$ cat src/rtl/fifo_rd_stream_adapter.sv
// fifo_rd_stream_adapter
// Converts a FIFO request/empty read port (1-cycle read latency) into a
// valid/ready stream. A 3-entry prefetch buffer keeps one word per cycle
// flowing while O_RD_REQ depends only on registered state, never on I_READY.
module fifo_rd_stream_adapter #(
    parameter int DW = 32
) (
    input  logic          I_CLK,
    input  logic          I_RST_N,
    input  logic          I_RD_EMPTY,
    output logic          O_RD_REQ,
    input  logic [DW-1:0] I_RD_DATA,
    output logic          O_VALID,
    input  logic          I_READY,
    output logic [DW-1:0] O_DATA,
    output logic [1:0]    O_LEVEL
);

    localparam int DEPTH = 3;

    logic [1:0]    count_q, count_d;
    logic          inflight_q;
    logic [1:0]    head_q, head_d;
    logic [1:0]    tail_q, tail_d;
    logic [2:0]    reserved;
    logic          pop;
    logic          wr_en;
    logic          rd_en;
    logic [DW-1:0] slot_data [DEPTH];

    // Pointer advance modulo the buffer depth (2 wraps to 0).
    function automatic logic [1:0] inc_mod3(input logic [1:0] p);
        return (p == 2'd2) ? 2'd0 : p + 2'd1;
    endfunction

    // Slots already held plus the word on its way; a request is only issued
    // when that sum leaves a slot free, so the buffer can never overflow.
    assign reserved = {1'b0, count_q} + {2'b00, inflight_q};
    assign O_RD_REQ = I_RST_N && (reserved < 3'd3);
    assign pop      = O_RD_REQ && !I_RD_EMPTY;

    // A word popped last cycle is on I_RD_DATA now and gets captured.
    assign wr_en    = inflight_q;
    assign O_VALID  = (count_q != 2'd0);
    assign rd_en    = O_VALID && I_READY;
    assign O_LEVEL  = count_q;

    // Next-state for occupancy count and head/tail pointers.
    always_comb begin
        count_d = count_q;
        head_d  = head_q;
        tail_d  = tail_q;
        case ({wr_en, rd_en})
            2'b10:   count_d = count_q + 2'd1;
            2'b01:   count_d = count_q - 2'd1;
            default: count_d = count_q;
        endcase
        if (wr_en) begin
            tail_d = inc_mod3(tail_q);
        end
        if (rd_en) begin
            head_d = inc_mod3(head_q);
        end
    end

    // Control registers: in-flight flag, count and pointers.
    always_ff @(posedge I_CLK or negedge I_RST_N) begin
        if (!I_RST_N) begin
            inflight_q <= 1'b0;
            count_q    <= 2'd0;
            head_q     <= 2'd0;
            tail_q     <= 2'd0;
        end else begin
            inflight_q <= pop;
            count_q    <= count_d;
            head_q     <= head_d;
            tail_q     <= tail_d;
        end
    end

    // One register per buffer slot; the slot addressed by tail captures the
    // in-flight word. Cleared on reset so O_DATA reads zero while empty.
    for (genvar gi = 0; gi < DEPTH; gi++) begin : g_slot
        localparam logic [1:0] SLOT_IDX = 2'(gi);
        logic [DW-1:0] slot_q;

        // Capture I_RD_DATA into this slot when it is the write target.
        always_ff @(posedge I_CLK or negedge I_RST_N) begin
            if (!I_RST_N) begin
                slot_q <= '0;
            end else if (wr_en && (tail_q == SLOT_IDX)) begin
                slot_q <= I_RD_DATA;
            end
        end

        assign slot_data[gi] = slot_q;
    end

    // Head word straight from storage; no bypass from I_RD_DATA.
    always_comb begin
        O_DATA = '0;
        case (head_q)
            2'd0:    O_DATA = slot_data[0];
            2'd1:    O_DATA = slot_data[1];
            2'd2:    O_DATA = slot_data[2];
            default: O_DATA = '0;
        endcase
    end

endmodule

$ cat config.mk
export PLATFORM = sky130hd
export DESIGN_NAME = fifo_rd_stream_adapter
export DESIGN_NICKNAME = d
export VERILOG_FILES = /design/src/rtl/fifo_rd_stream_adapter.sv
export SDC_FILE = /design/constraint.sdc
export NUM_CORES = 1
export LEC_CHECK = 0
export CORE_UTILIZATION = 32
export CTS_CLUSTER_SIZE = 12
export DETAILED_ROUTE_END_ITERATION = 12
export SLEW_MARGIN = 25
export SYNTH_ARGS = -nofsm -noshare
export SYNTH_HDL_FRONTEND = slang
export SYNTH_SLANG_ARGS = --single-unit
$ cat constraint.sdc
create_clock -name I_CLK -period 2 [get_ports I_CLK]
set_input_delay 0.4 -clock I_CLK [delete_from_list [all_inputs] [get_ports I_CLK]]
set_output_delay 0.4 -clock I_CLK [all_outputs]
set_load 0.02 [all_outputs]
==> qor.yml <==
ys_seq_elements: 103
drive_above_1_share_pct: 46.3
clk_root_buffer_cell: "sky130_fd_sc_hd__clkbuf_16"
final_cells: 612
grt_max_degree: 54
layout.nets: 467
actual_slew_at_the_worst_max_slew_pin_ns: 0.686
post_drt_via_cell_ratio: 4.78
grt_overflow: 0
syn-mean-instance-area_sq_um: 13.7
cellPowerDensity_mw_per_mm2: 1760
cts_tree: "done"
crit_type: "flip-flop to output pin"
hold_class: "primary input to asynchronous set/reset pin"
numClockSinks: 103
gr-usage-all-layers_pct: 15.0
postRouteAntennaNets: 0
synth_top_family_by_area: "multiplexers"
floorplan.die_area_sq_mm: 0.0151
rsz_0062_raised_after_global_routing: "yes"
drt_first_pass_iters: 4
vdd_ir_drop_max_uv: 892
p_int_w: 0.00676
antennaDiodeCount: 0
synth_enable_flop_cells: 0
sw_frac_of_total_pct: 36.4
worstPathRequired_ns: 1.60
postSynthCellCount: 340
fin_ws_ns: 0.0415
sequentialPowerShare_pct: 35.1
share_of_the_synthesized_netlist_area_taken_by_xor_and_xnor_gates_pct: 0.563
dominantRegCellSynth: "sky130_fd_sc_hd__dfrtp_1"
finalClockSkew_ns: 0.00820
outcome: "finished clean"
pin_count: 72
report.final.hold_viol_count: 0
combinational_fraction_of_design_power_pct: 49.7
whs_ns: 0.216
area_delta_synth_final_pct: 29.4
total_setup_violations_reported_at_the_end_of_the_flow: 0
postLayoutCellArea_sq_mm: 0.00603
setup.worst_path.start_class: "flip-flop"
antenna_found_initial: 0
switching_power_w: 0.00387
critPathMaxFanout: 2
post_synthesis_share_of_cell_area_spent_on_full_adders_half_adders_and_majority_gates_pct: 0.805
core_area_sq_mm: 0.0140
area_after_detailed_placement_sq_mm: 0.00570
synth_cell_types: 24
port_buffers: 71
setup_total_negative_slack_ns: 0
cts.htree.levels: 3
max_freq_mhz: 511
maxCapViolations: 0
relSlewSlack_pct: 54.2
async_reset_ff_share_pct: 100
synth.yosys.warnings: 0
pre_cts_slack_ns: -0.127
cts-buffers-inserted: 9
post-route-drc-count: 0
slew_violations: 0
synth_seq_area_share_pct: 55.3
timing.critical_path.to_type: "output pin"
post_synth_and_or_nand_nor_area_fraction_pct: 3.62
std_cell_rows: 43
initial_core_util_pct: 33.2
clk_latency_ns: 0.34
routed-via-count: 2925
synthMuxAreaShare_pct: 32.7
synthesis.nets: 379
clkPwrFrac_pct: 15.2
power.static_leakage_nw: 2.70
cts-hold-fix-buffers: 0
number_of_global_route_vias_before_repair: 3220
detail_routed_net_length_per_standard_cell_um: 16.9
min_period_ns: 1.96
synth-compound-area-share_pct: 4.13
postRouteWirelength_um: 10400
post-place-cells: 593
grt_pass1_wl_um: 16900
syn-cell-area_sq_mm: 0.00466
drtIter0Drc: 86
cp_data_arrival_time_ns: 1.56
die_height_um: 123
floorplan.die.width_um: 123
clk_transition_reported_paths_ns: 0.06
filler_cell_count: 1309
final.period_utilization_pct: 97.9
hpwlAfterDp_um: 6710
place.gp.congestion: 0.715
ctsLongestPathBuffers: 2
per-layer routing:
layer  wire [um]  global-route usage (%)  vias to the layer above  share of wire [%]
li1            -                       -                     1367                  -
met1        4840                    19.8                     1498                 47
met2        4980                    24.2                       56                 48
met3         486                    4.65                        4                4.7
met4          58                    3.20                        0               0.56
met5           0                       0                        -                  0
critical path, cell delays in order (launching register included):
cell and delay [ns]:
sky130_fd_sc_hd__dfrtp_1 0.38, sky130_fd_sc_hd__ha_2 0.20, sky130_fd_sc_hd__ha_4 0.23, sky130_fd_sc_hd__a211oi_2 0.23, sky130_fd_sc_hd__buf_4 0.18
registers in the layout, indices dropped and copies added (netlist names):
| signal | flops |
|---|---|
| g_slot.slot_q | 96 |
| head_q | 2 |
| inflight_q | 1 |
| O_LEVEL | 2 |
| tail_q | 2 |
cell usage after synthesis (2+ instances only):
cell	instances	area, sq um
sky130_fd_sc_hd__mux2_4	30	450
sky130_fd_sc_hd__nand2_1	32	120
sky130_fd_sc_hd__a21o_1	2	15.0
sky130_fd_sc_hd__ha_1	3	37.5
sky130_fd_sc_hd__inv_2	2	7.51
sky130_fd_sc_hd__dfrtp_1	103	2580
sky130_fd_sc_hd__mux2_2	67	754
sky130_fd_sc_hd__inv_1	2	7.51
sky130_fd_sc_hd__buf_6	4	45.0
sky130_fd_sc_hd__o21ai_0	30	150
sky130_fd_sc_hd__clkbuf_1	7	26.3
sky130_fd_sc_hd__xnor2_1	2	17.5
sky130_fd_sc_hd__o21ai_1	4	20.0
sky130_fd_sc_hd__mux2i_1	32	320
sky130_fd_sc_hd__nor2b_1	2	12.5
sky130_fd_sc_hd__buf_2	10	50.1
final timing paths:
kind	startpoint	cells after the start	slack, ns	to
max	O_LEVEL[0]	4	0.04	O_RD_REQ
min	I_RST_N	2	0.22	inflight_q
max reg2reg	inflight_q	5	0.28	g_slot[2].slot_q[5]
min reg2reg	g_slot[0].slot_q[0]	1	0.51	g_slot[0].slot_q[0]
max in group asynchronous	I_RST_N	2	1.32	g_slot[2].slot_q[23]
min in group I_CLK	I_RST_N	4	0.44	inflight_q
power by group through the flow:
stage	combinational, W	sequential (W)	clock [W]
CTS	0.00488	0.00372	0.00168
floorplan	0.00318	0.00361	0
detailed placement	0.00522	0.00375	0
finish	0.00528	0.00373	0.00162
global placement	0.00516	0.00369	0
global route	0.00571	0.00388	0.00177
through the flow:
| step | utilization [%] | power (W) |
|---|---|---|
| 4_1_cts | 41.9 | 0.0103 |
| 3_5_place_dp | 40.6 | 0.00897 |
| 6_report | 43.0 | 0.0106 |
| 2_1_floorplan | - | 0.00680 |
| 3_3_place_gp | 40.6 | 0.00886 |
| 5_1_grt | 43.0 | 0.0114 |
what timing repair did:
action                                  4_1_cts  5_1_grt
endpoints found under the setup margin       34       33
setup buffers                                 3        2
pin swaps                                     1        6
cloned                                        1        0
gates resized for setup                     167       70
layout make-up:
class	count	area (sq um)	share of cell area (%)
inverter	4	15.0	0.249
sequential	103	2580	42.7
timing repair buffer	98	891	14.8
tap	180	225	3.73
clock buffer	9	225	3.73
multi-input combinational	212	2050	34.0
clock inverter	6	45.0	0.746
placed cells by master, fill, tap and decap left out, types with 2 or more instances in the layout:
| master | n |
|---|---|
| sky130_fd_sc_hd__dfrtp_1 | 102 |
| sky130_fd_sc_hd__mux2_2 | 67 |
| sky130_fd_sc_hd__clkdlybuf4s50_1 | 36 |
| sky130_fd_sc_hd__buf_4 | 33 |
| sky130_fd_sc_hd__mux2i_1 | 32 |
| sky130_fd_sc_hd__mux2_4 | 30 |
| sky130_fd_sc_hd__nand2_1 | 27 |
| sky130_fd_sc_hd__o21ai_1 | 12 |
| sky130_fd_sc_hd__buf_2 | 12 |
| sky130_fd_sc_hd__o21ai_0 | 11 |
| sky130_fd_sc_hd__o21ai_2 | 11 |
| sky130_fd_sc_hd__buf_6 | 11 |
| sky130_fd_sc_hd__clkbuf_16 | 9 |
| sky130_fd_sc_hd__nand2_2 | 3 |
| sky130_fd_sc_hd__clkinvlp_4 | 3 |
| sky130_fd_sc_hd__buf_12 | 3 |
| sky130_fd_sc_hd__inv_1 | 2 |
| sky130_fd_sc_hd__nand2_4 | 2 |
| sky130_fd_sc_hd__inv_2 | 2 |
| sky130_fd_sc_hd__xnor2_1 | 2 |
| sky130_fd_sc_hd__a21o_1 | 2 |
| sky130_fd_sc_hd__inv_6 | 2 |
| sky130_fd_sc_hd__buf_8 | 2 |
logic make-up (layout without fill, tap and decap cells):
family	after synthesis	after routing
buffers and inverters	25	117
xor gates and xnor gates	3	3
muxes	129	129
adders and majority gates	3	3
and+or+nand+nor	40	40
AOI/OAI and AO/OA	37	37
DFF	103	103
Power figures use the tool's default switching activity.
